<file path="src/rtl/frame_writer_pkg.sv">
// Shared definitions for the LED panel drawing path: panel geometry, command
// opcodes and the frame writer state encoding.
package frame_writer_pkg;

  localparam int PANEL_W = 64;
  localparam int PANEL_H = 64;
  localparam int XW      = 6;
  localparam int YW      = 6;
  localparam int CW      = 12;

  // Lengths carry one extra bit so a full 64-pixel span is representable.
  localparam int LW = ((XW > YW) ? XW : YW) + 1;

  typedef enum logic [1:0] {
    OP_NOP   = 2'd0,
    OP_CLEAR = 2'd1,
    OP_PIXEL = 2'd2,
    OP_RECT  = 2'd3
  } op_e;

  typedef enum logic {
    ST_IDLE = 1'b0,
    ST_DRAW = 1'b1
  } state_e;

  function automatic logic [LW-1:0] clipLen(input logic [LW-1:0] len,
                                            input logic [LW-1:0] room);
    return (len < room) ? len : room;
  endfunction

endpackage

</file>
<file path="src/rtl/frame_writer_rect_clip.sv">
// Combinational command normaliser: expands CLEAR/PIXEL into rectangle form and
// clips the span so it never runs past the right or bottom panel edge.
module rect_clip
  import frame_writer_pkg::*;
(
  input  logic [1:0]    i_op,
  input  logic [XW-1:0] i_x0,
  input  logic [YW-1:0] i_y0,
  input  logic [XW:0]   i_w,
  input  logic [YW:0]   i_h,
  output logic [XW-1:0] o_x0,
  output logic [YW-1:0] o_y0,
  output logic [XW:0]   o_wEff,
  output logic [YW:0]   o_hEff,
  output logic          o_zeroArea
);

  logic [XW-1:0] w_x0Norm;
  logic [YW-1:0] w_y0Norm;
  logic [XW:0]   w_wNorm;
  logic [YW:0]   w_hNorm;
  logic [LW-1:0] w_xRoom;
  logic [LW-1:0] w_yRoom;

  always_comb begin
    w_x0Norm = i_x0;
    w_y0Norm = i_y0;
    w_wNorm  = i_w;
    w_hNorm  = i_h;
    case (i_op)
      OP_CLEAR: begin
        w_x0Norm = '0;
        w_y0Norm = '0;
        w_wNorm  = (XW+1)'(PANEL_W);
        w_hNorm  = (YW+1)'(PANEL_H);
      end
      OP_PIXEL: begin
        w_wNorm = (XW+1)'(1);
        w_hNorm = (YW+1)'(1);
      end
      default: ;
    endcase
  end

  // Room to the panel edge is always 1..64, so it never underflows.
  assign w_xRoom = LW'(PANEL_W) - LW'(w_x0Norm);
  assign w_yRoom = LW'(PANEL_H) - LW'(w_y0Norm);

  assign o_x0       = w_x0Norm;
  assign o_y0       = w_y0Norm;
  assign o_wEff     = (XW+1)'(clipLen(LW'(w_wNorm), w_xRoom));
  assign o_hEff     = (YW+1)'(clipLen(LW'(w_hNorm), w_yRoom));
  assign o_zeroArea = (o_wEff == '0) || (o_hEff == '0);

endmodule

</file>
<file path="src/rtl/frame_writer.sv">
// Drawing-command rasterizer for the LED panel: accepts one command at a time
// and emits one clipped pixel write per clock in x-inner, y-outer order.
module frame_writer
  import frame_writer_pkg::*;
(
  input  logic          clk_in,
  input  logic          reset,
  input  logic          cmd_valid,
  output logic          cmd_ready,
  input  logic [1:0]    cmd_op,
  input  logic [XW-1:0] cmd_x0,
  input  logic [YW-1:0] cmd_y0,
  input  logic [XW:0]   cmd_w,
  input  logic [YW:0]   cmd_h,
  input  logic [CW-1:0] cmd_color,
  output logic          write_en,
  output logic [XW-1:0] write_x,
  output logic [YW-1:0] write_y,
  output logic [CW-1:0] write_color,
  output logic          busy,
  output logic          cmd_done
);

  localparam logic [XW:0] X_ONE = (XW+1)'(1);
  localparam logic [YW:0] Y_ONE = (YW+1)'(1);

  state_e        r_state;
  state_e        w_stateNext;

  logic [XW:0]   r_xCnt, w_xNext;
  logic [YW:0]   r_yCnt, w_yNext;
  logic [XW:0]   r_x0, w_x0Next;
  logic [XW:0]   r_xLast, w_xLastNext;
  logic [YW:0]   r_yLast, w_yLastNext;
  logic [CW-1:0] r_color, w_colorNext;
  logic          r_writeEn, w_writeEnNext;
  logic          r_busy, w_busyNext;
  logic          r_done, w_doneNext;

  logic [XW-1:0] w_clipX0;
  logic [YW-1:0] w_clipY0;
  logic [XW:0]   w_wEff;
  logic [YW:0]   w_hEff;
  logic          w_zeroArea;
  logic          w_accept;
  logic          w_rowEnd;

  rect_clip u_rectClip (
    .i_op       (cmd_op),
    .i_x0       (cmd_x0),
    .i_y0       (cmd_y0),
    .i_w        (cmd_w),
    .i_h        (cmd_h),
    .o_x0       (w_clipX0),
    .o_y0       (w_clipY0),
    .o_wEff     (w_wEff),
    .o_hEff     (w_hEff),
    .o_zeroArea (w_zeroArea)
  );

  assign cmd_ready = (r_state == ST_IDLE);
  assign w_accept  = cmd_valid && cmd_ready && (cmd_op != OP_NOP);
  assign w_rowEnd  = (r_xCnt == r_xLast);

  always_ff @(posedge clk_in or posedge reset) begin
    if (reset) begin
      r_state <= ST_IDLE;
    end else begin
      r_state <= w_stateNext;
    end
  end

  // The first pixel is registered at the accept edge; each DRAW edge advances
  // to the next pixel until the one flagged done has been presented.
  always_comb begin
    w_stateNext   = r_state;
    w_xNext       = r_xCnt;
    w_yNext       = r_yCnt;
    w_x0Next      = r_x0;
    w_xLastNext   = r_xLast;
    w_yLastNext   = r_yLast;
    w_colorNext   = r_color;
    w_writeEnNext = 1'b0;
    w_busyNext    = 1'b0;
    w_doneNext    = 1'b0;
    case (r_state)
      ST_IDLE: begin
        if (w_accept) begin
          w_stateNext = ST_DRAW;
          w_busyNext  = 1'b1;
          if (w_zeroArea) begin
            w_doneNext = 1'b1;
          end else begin
            w_writeEnNext = 1'b1;
            w_xNext       = {1'b0, w_clipX0};
            w_yNext       = {1'b0, w_clipY0};
            w_x0Next      = {1'b0, w_clipX0};
            w_xLastNext   = {1'b0, w_clipX0} + w_wEff - X_ONE;
            w_yLastNext   = {1'b0, w_clipY0} + w_hEff - Y_ONE;
            w_colorNext   = cmd_color;
            w_doneNext    = (w_wEff == X_ONE) && (w_hEff == Y_ONE);
          end
        end
      end
      ST_DRAW: begin
        if (r_done) begin
          w_stateNext = ST_IDLE;
        end else begin
          w_busyNext    = 1'b1;
          w_writeEnNext = 1'b1;
          if (w_rowEnd) begin
            w_xNext = r_x0;
            w_yNext = r_yCnt + Y_ONE;
          end else begin
            w_xNext = r_xCnt + X_ONE;
          end
          w_doneNext = (w_xNext == r_xLast) && (w_yNext == r_yLast);
        end
      end
      default: begin
        w_stateNext = ST_IDLE;
      end
    endcase
  end

  // Coordinates and colour only move on a real write, so they hold otherwise.
  always_ff @(posedge clk_in or posedge reset) begin
    if (reset) begin
      r_xCnt    <= '0;
      r_yCnt    <= '0;
      r_x0      <= '0;
      r_xLast   <= '0;
      r_yLast   <= '0;
      r_color   <= '0;
      r_writeEn <= 1'b0;
      r_busy    <= 1'b0;
      r_done    <= 1'b0;
    end else begin
      r_xCnt    <= w_xNext;
      r_yCnt    <= w_yNext;
      r_x0      <= w_x0Next;
      r_xLast   <= w_xLastNext;
      r_yLast   <= w_yLastNext;
      r_color   <= w_colorNext;
      r_writeEn <= w_writeEnNext;
      r_busy    <= w_busyNext;
      r_done    <= w_doneNext;
    end
  end

  assign write_en    = r_writeEn;
  assign write_x     = r_xCnt[XW-1:0];
  assign write_y     = r_yCnt[YW-1:0];
  assign write_color = r_color;
  assign busy        = r_busy;
  assign cmd_done    = r_done;

endmodule

</file>
<file path="config.mk">
export PLATFORM = sky130hd
export DESIGN_NAME = frame_writer
export DESIGN_NICKNAME = d
export VERILOG_FILES = /design/src/rtl/frame_writer_pkg.sv /design/src/rtl/frame_writer_rect_clip.sv /design/src/rtl/frame_writer.sv
export SDC_FILE = /design/constraint.sdc
export NUM_CORES = 1
export LEC_CHECK = 0
export BUFFER_PORTS_ARGS = -buffer_cell sky130_fd_sc_hd__buf_2
export CORE_ASPECT_RATIO = 1.4
export CORE_UTILIZATION = 35
export DETAILED_ROUTE_END_ITERATION = 6
export HOLD_SLACK_MARGIN = 0.06
export SLEW_MARGIN = 20
export SYNTH_ARGS = -nofsm -noshare
export SYNTH_HDL_FRONTEND = slang
export SYNTH_SLANG_ARGS = --single-unit
</file>
<file path="constraint.sdc">
create_clock -name clk_in -period 8.78 [get_ports clk_in]
set_clock_uncertainty 0.15 [all_clocks]
set_input_delay 0.878 -clock clk_in [delete_from_list [all_inputs] [get_ports clk_in]]
set_output_delay 0.878 -clock clk_in [all_outputs]
set_load 0.03 [all_outputs]
</file>
After elaboration in Yosys (flattened, before gate mapping)
Index checks and enable logic that the tools add are counted.

Bits of input ports: 43. Logic and storage cells: 71. Register bits after elaboration: 49. Output and inout port bits: 28.

Add/sub/neg operators: 8. Reduce and logical (&&, ||, !) cells: 10. Multiplexer cells: 30. $lt $le $gt $ge: 2. Bitwise logic cells: 2. Equality and inequality tests: 10.

Operators by type and width (count): $mux 7 (14); $pmux 7 s2 (4); $eq 7x7->1 (3); $add 6x7->7 (2); $add 7x1->7 const B (2); $eq 7x1->1 const B (2); $logic_not 7->1 (2); $lt 7x7->1 (2); $sub 7x1->7 const B (2); $sub 7x6->7 const A (2); $mux 6 (2); $mux 1 (7); $pmux 1 s2 (3); $reduce_and 3->1 (2); $logic_and 1x1->1 (4); $ne 2x2->1 const B (2); $eq 2x1->1 const B (1); $eq 2x2->1 const B (1); $ne 2x1->1 const B (1); $not 1->1 (2); $reduce_bool 2->1 (1); $logic_or 1x1->1 (1).

Depth between registers and ports, before layout
Word-level depth: 10. Depth in mapped cells: 26. Depth with buffers taken out: 24.

Modules after synthesis
Synthesis repeated with hierarchy kept, for this count alone.

Cells, all modules: 562. Area, all modules: 4436.8 µm².

By module, submodules not included: frame_writer (area each 3342.0 µm², cells an instance 399, sequential area each 1226.2 µm², times used 1); rect_clip (area each 1094.8 µm², cells an instance 163, sequential area each 0.0 µm², times used 1).

Least setup slack after synthesis
Ideal clock, no wire load.

Kind: in2reg. Start point: in cmd_op[1]. End point: reg r_xLast[6]. Data arrival time: 5.483 ns. Slack: 3.022 ns. Buffers on the path: 2. Data required time: 8.505 ns. Stages on the path: 26. Setup time: 0.125 ns. Cell sequence: inv_1 ha_1 buf_2 nor2b_1 inv_1 ha_1 xnor2_1 inv_1 ha_1 o21ai_0 a32oi_1 a21boi_0 o32ai_1 o21ai_1 clkbuf_1 mux2i_1 ha_1 inv_1 ha_1 a21o_1 a21o_1 a21o_1 a21oi_1 xor2_1 xnor2_1 mux2_2.

Longest elaborated chain between the ends: 9. Elaborated cells on any way between the ends: 21. Those cells by class: add/sub: 4; order compare: 2; eq/ne: 2; mux: 6; bitwise: 1; reduce/logical: 6.

RTL lines: from (decl) (RTL line frame_writer.sv:10) `input logic [1:0] cmd_op,`; parallel branches: the longest is 9 deep, another holds $sub 7x6->7; to (signal assigned) (RTL line frame_writer.sv:142) `r_xLast <= w_xLastNext;`; to (decl) (RTL line frame_writer.sv:33) `logic [XW:0] r_xLast, w_xLastNext;`.

Several ways; the timed one is not identified. A chain may end at the register's enable or synchronous reset.

Worst setup path in the final report
Ends and elaborated chain as after synthesis.

==> flow_summary.toml <==
[global_route]
antenna_found_initial = 0
grt-ovfl-total = 0
grt_pass1_vias = 3767
grt_max_degree = 50
grt_pass1_wl_microns = 18160
grt_usage = 0.1792

[route]
routedWlPerCell_microns = 15.92
drt-pass1-iter-count = 5
post-route-drc-count = 0
first_iter_violations = 104
wl_met1_microns = 4613
avgViaCountPerCell = 5.267
vias = 3555
top_layer = "met4"
wl_met3_microns = 363
routed_wl_microns = 10750
drtAntennaViolNets = 0
dr_wl_met2_microns = 5447

[floorplan]
die_h_microns = 134.0
pin_count = 71
die_w_microns = 96.25
dieArea_sq_um = 12890
coreArea_sq_um = 12000
rows = 47
start_util = 0.3628

[sta]
hold_violations = 0
fmax_mhz = 155.3
maxSlewHeadroom = 0.3481
report.final.slew_viol_count = 0
tns_ns = 0
rsz0062_at_grt = "no"
finalSetupViolCount = 0
worst_pin_slew_ns = 0.9713
fin_ws_ns = 2.339
fin_crit_sh = 0.7336
post-route-min-period_ns = 6.441

[finish]
drive_gt1_frac = 0.2292
fill_cells = 1240
antenna_cells = 0
final_area_sq_um = 4915
final_core_util = 0.4097
fin_nets = 604
areaGrowthSynthToFinish_pct = 12.91

[pwr]
ir_worst_vdd_v = 0.00006583
leakagePower_nw = 2.455
total_power_mw = 0.6774
cellPowerDensity_nw_per_um2 = 137.8

[run_status]
outcome = "complete, no violations"

[clocking]
cts_max_level = 2
tritoncts = "yes"
cts_setup_buffers = 0
cts_buffer_depth = 2
clock_sinks = 49
hold_buffers = 0
cts_resized = 0
cts_root_buffer = "clkbuf_16"
cts.clk_slew.worst_paths_ns = 0.06
insertion_delay_ns = 0.29
cts_buffers = 5

[yosys]
post-synth-top-count-cell = "dfrtp_1"
synth-seq-cells = 49
ys_top_cells_by_area = "dfrtp_1 (28%), ha_1 (9.2%), mux2_2 (8.0%), xnor2_1 (5.8%), mux2i_1 (5.3%)"
synth_top_area_share = 0.2817
seq_area_frac_synth = 0.2817
syn-instance-count = 474
synth_area_per_cell_sq_um = 9.183
synth_edf_count = 0
synth_commonest_cells = "dfrtp_1 (49), inv_1 (48), ha_1 (32)"
ys.flop_type = "dfrtp_1"
syn_area_sq_um = 4353
yosys.area.top_type = "dfrtp_1"
synth.distinct_cells = 66
syn_nets = 551
ys_warn_count = 0
async_flop_share = 1.000

[setup_path]
arrival_ns = 6.47
cp.buffers_inverters = 5
slowest_stage = "o21ai_1"
critPathRequiredTime_ns = 8.81
path_delay_family = "compound AO/OA/AOI/OAI gates"
max_stage_delay_ns = 0.77
crit_path_start_kind = "primary input"
crit_top_cell = "ha_1"
path_class = "in -> reg"
endpoint_kind = "register"
critical_path.max_fanout = 13

[min_path]
hold_class = "reg -> reg"

[job]
max_cap_violations = 0

[placed_design]
dp_slack_ns = 2.063
hpwl_microns = 8547
numPortBuffers = 70
dpl-instance-area_sq_um = 4741
gp_congestion = 0.8759
[cell usage in the layout, fill, tap and decap left out, types with 5 or more instances in the layout]
master	instances
a21o_1	10
a21oi_1	11
and3_1	6
buf_2	70
clkbuf_16	5
dfrtp_1	49
ha_1	32
inv_1	47
mux2_2	31
mux2i_1	23
nand2_1	24
nand2b_1	13
nand3_1	8
nor2_1	16
nor2b_1	16
nor3_1	11
nor3b_1	5
nor4_1	5
o21ai_0	22
xnor2_1	29
xor2_1	17
[area by class of cell]
type                       count  area, sq um  share of cell area
multi-input combinational    348         2770              0.5636
inverter                      50        188.9             0.03844
sequential                    49         1226              0.2495
tap                          147        183.9             0.03742
clock inverter                 1        30.03            0.006110
clock buffer                   7        142.6             0.02902
timing repair buffer          73        372.9             0.07587
[worst register-to-register path: stages (launching register included)]
cell and delay (ns):
dfrtp_1 0.45, xor2_1 0.17, nor4_1 0.28, nand4_1 0.65, or4_1 0.74, xnor2_1 0.30, nand4_1 0.13, nor4_1 0.37
a32oi_1 0.14, o21ai_0 0.09
[cell families (layout without fill, tap and decap cells)]
family,after synthesis,in the layout,synth area share
AO/OA/AOI/OAI,89,89,0.1469
XOR/XNOR,46,46,0.09255
adder cells (fa/ha/maj),34,34,0.1012
buffers and inverters,77,131,0.08192
flip-flops,49,49,0.2817
multiplexers,56,56,0.1383
AND/OR/NAND/NOR,123,123,0.1575
[final timing paths]
check,start,end,slack (ns),cells past startpoint
max reg2reg,r_xCnt[4]$_DFFE_PP0P_,cmd_done$_DFF_PP0_,5.21,9
min in group asynchronous,reset,write_color[9]$_DFFE_PP0P_,0.57,2
min,write_color[10]$_DFFE_PP0P_,write_color[10]$_DFFE_PP0P_,0.35,1
min reg2reg,write_color[10]$_DFFE_PP0P_,write_color[10]$_DFFE_PP0P_,0.35,1
max in group asynchronous,reset,r_x0[1]$_DFFE_PP0P_,7.38,2
max,cmd_op[1],r_xLast[6]$_DFFE_PP0P_,2.34,25
[through the flow]
| step | hold slack [ns] | cells |
|---|---|---|
| after floorplan | 0.3252 | 474 |
| after global routing | 0.3734 | 675 |
| after global placement | 0.3327 | 667 |
| final | 0.3530 | 675 |
| after detailed placement | 0.3410 | 667 |
| after CTS | 0.3559 | 675 |
[registers in the layout (all words and copies together) (netlist names)]
name         count
write_color     12
r_xCnt           7
r_xLast          7
r_yCnt           7
r_yLast          7
r_x0             6
busy             1
cmd_done         1
write_en         1
[power breakdown]
group	switching, mW	internal [mW]
clock network	0.0809	0.142
registers	0	0.226
logic	0.126	0.103
[metal layers]
layer	vias up	GRT usage
li1	1760	-
met1	1689	0.2104
met2	85	0.3223
met3	21	0.02098
met4	0	0.07214
met5	-	0
No activity file was read; power rests on OpenSTA's default activity.
